**src/rtl/muldiv_pkg.sv**
```systemverilog
// Shared definitions for the iterative RV32M multiply/divide unit.
package muldiv_pkg;
  localparam int XLEN_DEF = 32;

  localparam logic [2:0] FN_MUL    = 3'b000;
  localparam logic [2:0] FN_MULH   = 3'b001;
  localparam logic [2:0] FN_MULHSU = 3'b010;
  localparam logic [2:0] FN_MULHU  = 3'b011;
  localparam logic [2:0] FN_DIV    = 3'b100;
  localparam logic [2:0] FN_DIVU   = 3'b101;
  localparam logic [2:0] FN_REM    = 3'b110;
  localparam logic [2:0] FN_REMU   = 3'b111;

  typedef enum logic [1:0] {ST_IDLE, ST_CALC, ST_FIX, ST_DONE} state_t;
endpackage

```
**src/rtl/muldiv_if.sv**
```systemverilog
// Request/response bundle between the core (master) and the mul/div unit (slave).
interface muldiv_if
  import muldiv_pkg::*;
#(
  parameter int XLEN = XLEN_DEF
);
  logic            start;
  logic [2:0]      funct3;
  logic [XLEN-1:0] op_a;
  logic [XLEN-1:0] op_b;
  logic [4:0]      rd_in;
  logic            busy;
  logic            done;
  logic            wr_en;
  logic [4:0]      rd_out;
  logic [XLEN-1:0] result;

  modport master (output start, funct3, op_a, op_b, rd_in,
                  input  busy, done, wr_en, rd_out, result);
  modport slave  (input  start, funct3, op_a, op_b, rd_in,
                  output busy, done, wr_en, rd_out, result);
endinterface

```
**src/rtl/muldiv_step.sv**
```systemverilog
// One radix-2 iteration: shift-add multiply or restoring shift-subtract divide.
module muldiv_step
  import muldiv_pkg::*;
#(
  parameter int XLEN = XLEN_DEF
) (
  input  logic            is_div_i,
  input  logic [XLEN-1:0] hi_i,
  input  logic [XLEN-1:0] lo_i,
  input  logic [XLEN-1:0] m_i,
  output logic [XLEN-1:0] hi_o,
  output logic [XLEN-1:0] lo_o
);
  logic [XLEN:0] sum;
  logic [XLEN:0] rem_sh;
  logic [XLEN:0] diff;

  always_comb begin
    sum    = {1'b0, hi_i} + (lo_i[0] ? {1'b0, m_i} : '0);
    rem_sh = {hi_i, lo_i[XLEN-1]};
    diff   = rem_sh - {1'b0, m_i};
    hi_o   = sum[XLEN:1];
    lo_o   = {sum[0], lo_i[XLEN-1:1]};
    if (is_div_i) begin
      // A clear sign bit means the trial subtraction fits: keep it and shift in a 1.
      if (!diff[XLEN]) begin
        hi_o = diff[XLEN-1:0];
        lo_o = {lo_i[XLEN-2:0], 1'b1};
      end else begin
        hi_o = rem_sh[XLEN-1:0];
        lo_o = {lo_i[XLEN-2:0], 1'b0};
      end
    end
  end
endmodule

```
**src/rtl/muldiv_unit.sv**
```systemverilog
// Iterative RV32M multiply/divide unit driving the register-file write port.
// Optional MULDIV_EARLY_OUT_EN skips iteration for zero multiplies and divide-by-zero.
module muldiv_unit
  import muldiv_pkg::*;
#(
  parameter int XLEN = XLEN_DEF
) (
  input  logic     clk,
  input  logic     rst,
  muldiv_if.slave  bus
);
  localparam int CW = $clog2(XLEN);

  state_t            state_q;
  logic [CW-1:0]     count_q;
  logic [2:0]        fn_q;
  logic [4:0]        rd_q;
  logic              neg_a_q, neg_b_q;
  logic [XLEN-1:0]   m_q, hi_q, lo_q;
  logic [XLEN-1:0]   result_q;
  logic              busy_q, done_q, wr_en_q;

  logic              signed_a_d, signed_b_d, neg_a_d, neg_b_d;
  logic [XLEN-1:0]   a_mag_d, b_mag_d;
  logic [XLEN-1:0]   hi_d, lo_d, res_d;
  logic [2*XLEN-1:0] prod_d;

  function automatic logic [XLEN-1:0] neg_w(input logic [XLEN-1:0] v, input logic en);
    return en ? -v : v;
  endfunction

  function automatic logic [2*XLEN-1:0] neg_p(input logic [2*XLEN-1:0] v, input logic en);
    return en ? -v : v;
  endfunction

  always_comb begin
    signed_a_d = (bus.funct3 == FN_MULH) || (bus.funct3 == FN_MULHSU) ||
                 (bus.funct3 == FN_DIV)  || (bus.funct3 == FN_REM);
    signed_b_d = (bus.funct3 == FN_MULH) || (bus.funct3 == FN_DIV) ||
                 (bus.funct3 == FN_REM);
    neg_a_d    = signed_a_d && bus.op_a[XLEN-1];
    neg_b_d    = signed_b_d && bus.op_b[XLEN-1];
    a_mag_d    = neg_w(bus.op_a, neg_a_d);
    b_mag_d    = neg_w(bus.op_b, neg_b_d);
  end

`ifdef MULDIV_EARLY_OUT_EN
  logic early_d;
  assign early_d = bus.funct3[2] ? (bus.op_b == '0) : ((bus.op_a == '0) || (bus.op_b == '0));
`endif

  muldiv_step #(.XLEN(XLEN)) u_step (
    .is_div_i (fn_q[2]),
    .hi_i     (hi_q),
    .lo_i     (lo_q),
    .m_i      (m_q),
    .hi_o     (hi_d),
    .lo_o     (lo_d)
  );

  // Division works on magnitudes; a zero divisor keeps the all-ones quotient unsigned.
  always_comb begin
    prod_d = neg_p({hi_q, lo_q}, neg_a_q ^ neg_b_q);
    res_d  = '0;
    case (fn_q)
      FN_MUL:                      res_d = prod_d[XLEN-1:0];
      FN_MULH, FN_MULHSU, FN_MULHU: res_d = prod_d[2*XLEN-1:XLEN];
      FN_DIV, FN_DIVU:             res_d = (m_q == '0) ? '1 : neg_w(lo_q, neg_a_q ^ neg_b_q);
      default:                     res_d = neg_w(hi_q, neg_a_q);
    endcase
  end

  always_ff @(posedge clk or negedge rst) begin
    if (!rst) begin
      state_q  <= ST_IDLE;
      count_q  <= '0;
      fn_q     <= FN_MUL;
      rd_q     <= '0;
      neg_a_q  <= 1'b0;
      neg_b_q  <= 1'b0;
      m_q      <= '0;
      hi_q     <= '0;
      lo_q     <= '0;
      result_q <= '0;
      busy_q   <= 1'b0;
      done_q   <= 1'b0;
      wr_en_q  <= 1'b0;
    end else begin
      done_q  <= 1'b0;
      wr_en_q <= 1'b0;
      case (state_q)
        ST_IDLE: if (bus.start) begin
          fn_q    <= bus.funct3;
          rd_q    <= bus.rd_in;
          neg_a_q <= neg_a_d;
          neg_b_q <= neg_b_d;
          m_q     <= bus.funct3[2] ? b_mag_d : a_mag_d;
          lo_q    <= bus.funct3[2] ? a_mag_d : b_mag_d;
          hi_q    <= '0;
          count_q <= '0;
          busy_q  <= 1'b1;
          state_q <= ST_CALC;
`ifdef MULDIV_EARLY_OUT_EN
          if (early_d) begin
            hi_q    <= bus.funct3[2] ? a_mag_d : '0;
            lo_q    <= bus.funct3[2] ? '1 : '0;
            state_q <= ST_FIX;
          end
`endif
        end
        ST_CALC: begin
          hi_q    <= hi_d;
          lo_q    <= lo_d;
          count_q <= count_q + CW'(1);
          if (count_q == CW'(XLEN - 1)) state_q <= ST_FIX;
        end
        ST_FIX: begin
          result_q <= res_d;
          state_q  <= ST_DONE;
        end
        default: begin
          done_q  <= 1'b1;
          wr_en_q <= (rd_q != 5'd0);
          busy_q  <= 1'b0;
          state_q <= ST_IDLE;
        end
      endcase
    end
  end

  assign bus.busy   = busy_q;
  assign bus.done   = done_q;
  assign bus.wr_en  = wr_en_q;
  assign bus.rd_out = rd_q;
  assign bus.result = result_q;
endmodule

```
**src/flat_wrapper.sv**
```systemverilog
// flat-port wrapper written by rule: the top's interface ports become plain ports
module muldiv_unit_flat import muldiv_pkg::*;
#(
  parameter int XLEN = XLEN_DEF
)
  (clk, rst, bus_start, bus_funct3, bus_op_a, bus_op_b, bus_rd_in, bus_busy, bus_done, bus_wr_en, bus_rd_out, bus_result);
  muldiv_if #(.XLEN(XLEN)) bus_i ();
  input  logic clk;
  input  logic rst;
  input wire logic [$bits(bus_i.start)-1:0] bus_start;
  input wire logic [$bits(bus_i.funct3)-1:0] bus_funct3;
  input wire logic [$bits(bus_i.op_a)-1:0] bus_op_a;
  input wire logic [$bits(bus_i.op_b)-1:0] bus_op_b;
  input wire logic [$bits(bus_i.rd_in)-1:0] bus_rd_in;
  output wire logic [$bits(bus_i.busy)-1:0] bus_busy;
  output wire logic [$bits(bus_i.done)-1:0] bus_done;
  output wire logic [$bits(bus_i.wr_en)-1:0] bus_wr_en;
  output wire logic [$bits(bus_i.rd_out)-1:0] bus_rd_out;
  output wire logic [$bits(bus_i.result)-1:0] bus_result;
  assign bus_i.start = bus_start;
  assign bus_i.funct3 = bus_funct3;
  assign bus_i.op_a = bus_op_a;
  assign bus_i.op_b = bus_op_b;
  assign bus_i.rd_in = bus_rd_in;
  assign bus_busy = bus_i.busy;
  assign bus_done = bus_i.done;
  assign bus_wr_en = bus_i.wr_en;
  assign bus_rd_out = bus_i.rd_out;
  assign bus_result = bus_i.result;
  muldiv_unit #(.XLEN(XLEN)) u_core (.clk(clk), .rst(rst), .bus(bus_i));
endmodule
```
**config.mk**
```make
export PLATFORM = sky130hd
export DESIGN_NAME = muldiv_unit_flat
export DESIGN_NICKNAME = d
export VERILOG_FILES = /design/src/rtl/muldiv_pkg.sv /design/src/rtl/muldiv_if.sv /design/src/rtl/muldiv_step.sv /design/src/rtl/muldiv_unit.sv /design/src/flat_wrapper.sv
export SDC_FILE = /design/constraint.sdc
export NUM_CORES = 1
export LEC_CHECK = 0
export ABC_CLOCK_PERIOD_IN_PS = 7500
export CAP_MARGIN = 20
export CORE_MARGIN = 3
export CORE_UTILIZATION = 67
export CTS_BUF_LIST = sky130_fd_sc_hd__clkbuf_4
export DETAILED_ROUTE_END_ITERATION = 16
export PLACE_DENSITY = 0.9
export SLEW_MARGIN = 15
export SYNTH_ARGS = -nofsm -noshare
export SYNTH_HDL_FRONTEND = slang
export SYNTH_SLANG_ARGS = --single-unit
export TNS_END_PERCENT = 5
```
**constraint.sdc**
```tcl
create_clock -name clk -period 7.5 [get_ports clk]
set_input_delay 2.25 -clock clk [delete_from_list [all_inputs] [get_ports clk]]
set_output_delay 2.25 -clock clk [all_outputs]
set_load 0.05 [all_outputs]
```
==> impl_metrics.yaml <==
run_status:
  outcome: "finished clean"
clocking:
  clock-root-buffer: "clkbuf_4"
  cts_tree: "yes"
  clk_pin_slew_ns: 0.15
  holdBufCountCts: 0
  cts_buffers: 17
  numClockSinks: 148
  ctsHtreeMaxLevel: 4
  post_cts_resized: 0
  clock_latency_ns: 0.62
  clock_path_buffers: 2
  postCtsSetupBuffers: 0
routing:
  firstDrtPassIters: 9
  wl_per_cell_um: 22.15
  num_vias: 15260
  vias_per_cell: 6.869
  ant_nets: 0
  drt-initial-drc-count: 1833
  drc: 0
  routed_wl_um: 49210
logic_synthesis:
  synth_edf_count: 0
  ys_ff_latch: 148
  syn_inst: 1906
  syn_nets: 2057
  seq_area_frac_synth_pct: 25.23
  ys.flop_type: "dfrtp_1"
  async_reset_ff_share_pct: 100.0
  ys_types: 81
  syn-cell-area_um2: 14680
  synth_area_per_cell_um2: 7.700
  yosysWarningCount: 0
floorplan:
  die_area_um2: 23720
  ios: 115
  core_um2: 21290
  start_util_pct: 68.95
  die_w_um: 154.0
  fp.dieH_um: 154.0
  row_count: 53
sta:
  worst-slew-pin-transition_ns: 1.079
  min_period_ns: 4.702
  setup_viol: 0
  max_freq_mhz: 212.7
  skew_ns: 0.04667
  drv_slew: 0
  hold_viol: 0
  period_share_pct: 62.70
  rsz0062_at_grt: "no"
  fin_tns_setup_ns: 0
  max_slew_margin_pct: 27.93
worst_setup_path:
  crit_chain: "clkdlybuf4s50_1 > or4_1 > or3_1 > nor3_1 > and2_1 > nand2_1 > o31ai_1 > xnor2_1 > o21ai_0 > o21ai_0"
  crit_path_max_incr_delay_ns: 0.58
  arrival_ns: 5.22
  crit_path_end_kind: "flip-flop"
  worst-path-max-fanout: 5
  worstSetupStartpointType: "input port"
  crit_type: "in2reg"
  worst_path_most_repeated_cell: "o21ai_0"
  crit_required_ns: 8.02
  critPathSlowestCell: "or4_1"
hold_path:
  hold_class: "reg2reg"
grt:
  overflow: 0
  grt_pass1_vias: 14210
  grt_util_all_layers_pct: 40.44
  grt_pass1_wl_um: 76780
  antenna_found_initial: 1
  grt_max_degree: 75
pwr:
  leakagePower_nw: 6.776
  pwr_density_cell_nw_per_um2: 545.8
  vdd_drop_max_mv: 0.4413
placement:
  dp_hpwl_um: 37150
  place_congestion: 1.065
  io_buffer_count: 114
cells_and_area:
  layout-drive-gt1-share_pct: 6.581
  fillers: 1606
  final_core_util_pct: 75.86
  nets: 2083
  area_delta_synth_final_pct: 10.03
run:
  drv_cap: 0
[registers in the layout, indices dropped and copies added, names as in the netlist]
register           flops
u_core.fn_q            3
u_core.neg_a_q         1
u_core.m_q            32
u_core.state_q         2
u_core.bus.result     32
u_core.bus.wr_en       1
u_core.bus.done        1
u_core.hi_q           32
u_core.lo_q           32
u_core.bus.busy        1
u_core.neg_b_q         1
u_core.bus.rd_out      5
u_core.count_q         5
[routing by layer]
metal | part of all wire, % | global-route usage [%]
met1 | 39 | 54.41
met2 | 44 | 62.65
met3 | 12 | 8.866
met4 | 5.2 | 18.12
met5 | 0 | 0
[Yosys cell counts (12+ instances only)]
library cell | n | share of area [%]
dfrtp_1 | 148 | 25
a211oi_1 | 25 | 1.3
nor4_1 | 24 | 1.0
a31oi_1 | 14 | 0.60
o21a_1 | 12 | 0.61
o211ai_1 | 13 | 0.66
or3_1 | 20 | 0.85
a22oi_1 | 17 | 0.87
nand2b_1 | 22 | 0.94
a21oi_1 | 181 | 6.2
nor2b_1 | 13 | 0.55
nand2_1 | 163 | 4.2
xor2_1 | 78 | 4.7
nor2_1 | 187 | 4.8
o21ai_0 | 180 | 6.1
xnor2_1 | 124 | 7.4
buf_1 | 12 | 0.31
nor3_1 | 44 | 1.5
a21o_1 | 26 | 1.3
o31ai_1 | 25 | 1.3
clkbuf_1 | 103 | 2.6
a221oi_1 | 12 | 0.72
and3_1 | 16 | 0.68
inv_1 | 78 | 2.0
mux2i_1 | 47 | 3.2
nand3_1 | 30 | 1.0
o221ai_1 | 14 | 0.84
mux2_2 | 34 | 2.6
ha_1 | 74 | 6.3
[path summary, 6_finish.rpt]
check / depth (start not counted) / slack [ns] / end / start
worst min-delay path: 2 / 0.51 / u_core.neg_a_q / u_core.neg_a_q
worst min register to register: 2 / 0.51 / u_core.neg_a_q / u_core.neg_a_q
max in group asynchronous: 2 / 4.82 / u_core.fn_q[2] / rst
worst max register to register: 13 / 3.20 / u_core.hi_q[0] / u_core.lo_q[31]
min in group asynchronous: 1 / 1.45 / u_core.hi_q[14] / rst
worst max-delay path: 10 / 2.80 / u_core.m_q[25] / bus_op_a[6]
[cells by family after synthesis]
logic type,Yosys count,share of synthesized area [%]
xor gates and xnor gates,202,12.05
and+or+nand+nor,587,19.35
buffers and inverters,206,5.447
AOI/OAI and AO/OA,605,25.41
DFF,148,25.23
adders and majority gates,76,6.581
muxes,82,5.916
[where the power goes]
part	internal, mW	switching [mW]
clock network	0.179	0.373
registers	1.16	0.650
logic	2.45	3.99
total	3.80	5.02
[placed cells by master (no fill, tap or decap), drive strengths merged, types with 14 or more instances in the layout]
cell type      instances
nand2                164
mux2                  35
or3                   25
clkbuf                17
a31oi                 14
inv                   87
mux2i                 47
nor4                  26
a211oi                25
a22oi                 17
o221ai                14
buf                   22
clkdlybuf4s50        112
xor2                  78
nor3                  47
a21oi                181
o21ai                191
and3                  16
xnor2                124
nor2                 189
ha                    74
dfrtp                148
a21o                  26
o31ai                 29
nand3                 30
nand2b                22
[stage by stage]
stage	setup slack, ns	total power [mW]	instance area, µm²	std cells	hold WS (ns)
floorplan	3.028	6.263	14680	1906	0.4453
global placement	2.285	7.846	15860	2188	0.4618
detailed placement	2.226	8.007	15860	2188	0.4764
CTS	2.869	8.563	16140	2220	0.5077
global route	2.550	9.348	16150	2222	0.5354
finish	2.798	8.813	16150	2222	0.5104
[area by class of cell]
| class | instances | area, µm² | area share, % |
|---|---|---|---|
| diodes | 2 | 5.005 | 0.03099 |
| clock buffers | 17 | 127.6 | 0.7903 |
| repair buffers | 134 | 1290 | 7.989 |
| clock inverters | 15 | 158.9 | 0.9840 |
| multi-input cells | 1552 | 10220 | 63.30 |
| flip-flops and latches | 148 | 3705 | 22.94 |
| inverters | 79 | 296.5 | 1.836 |
| well taps | 275 | 344.1 | 2.131 |
[critical path, delay by kind of cell]
| kind | cells | cell delay [ns] |
|---|---|---|
| simple gates | 5 | 1.78 |
| xor+xnor | 1 | 0.19 |
| compound gates | 3 | 0.56 |
| buf+inv | 1 | 0.45 |
Note: power is estimated with default switching activity, not from simulation.
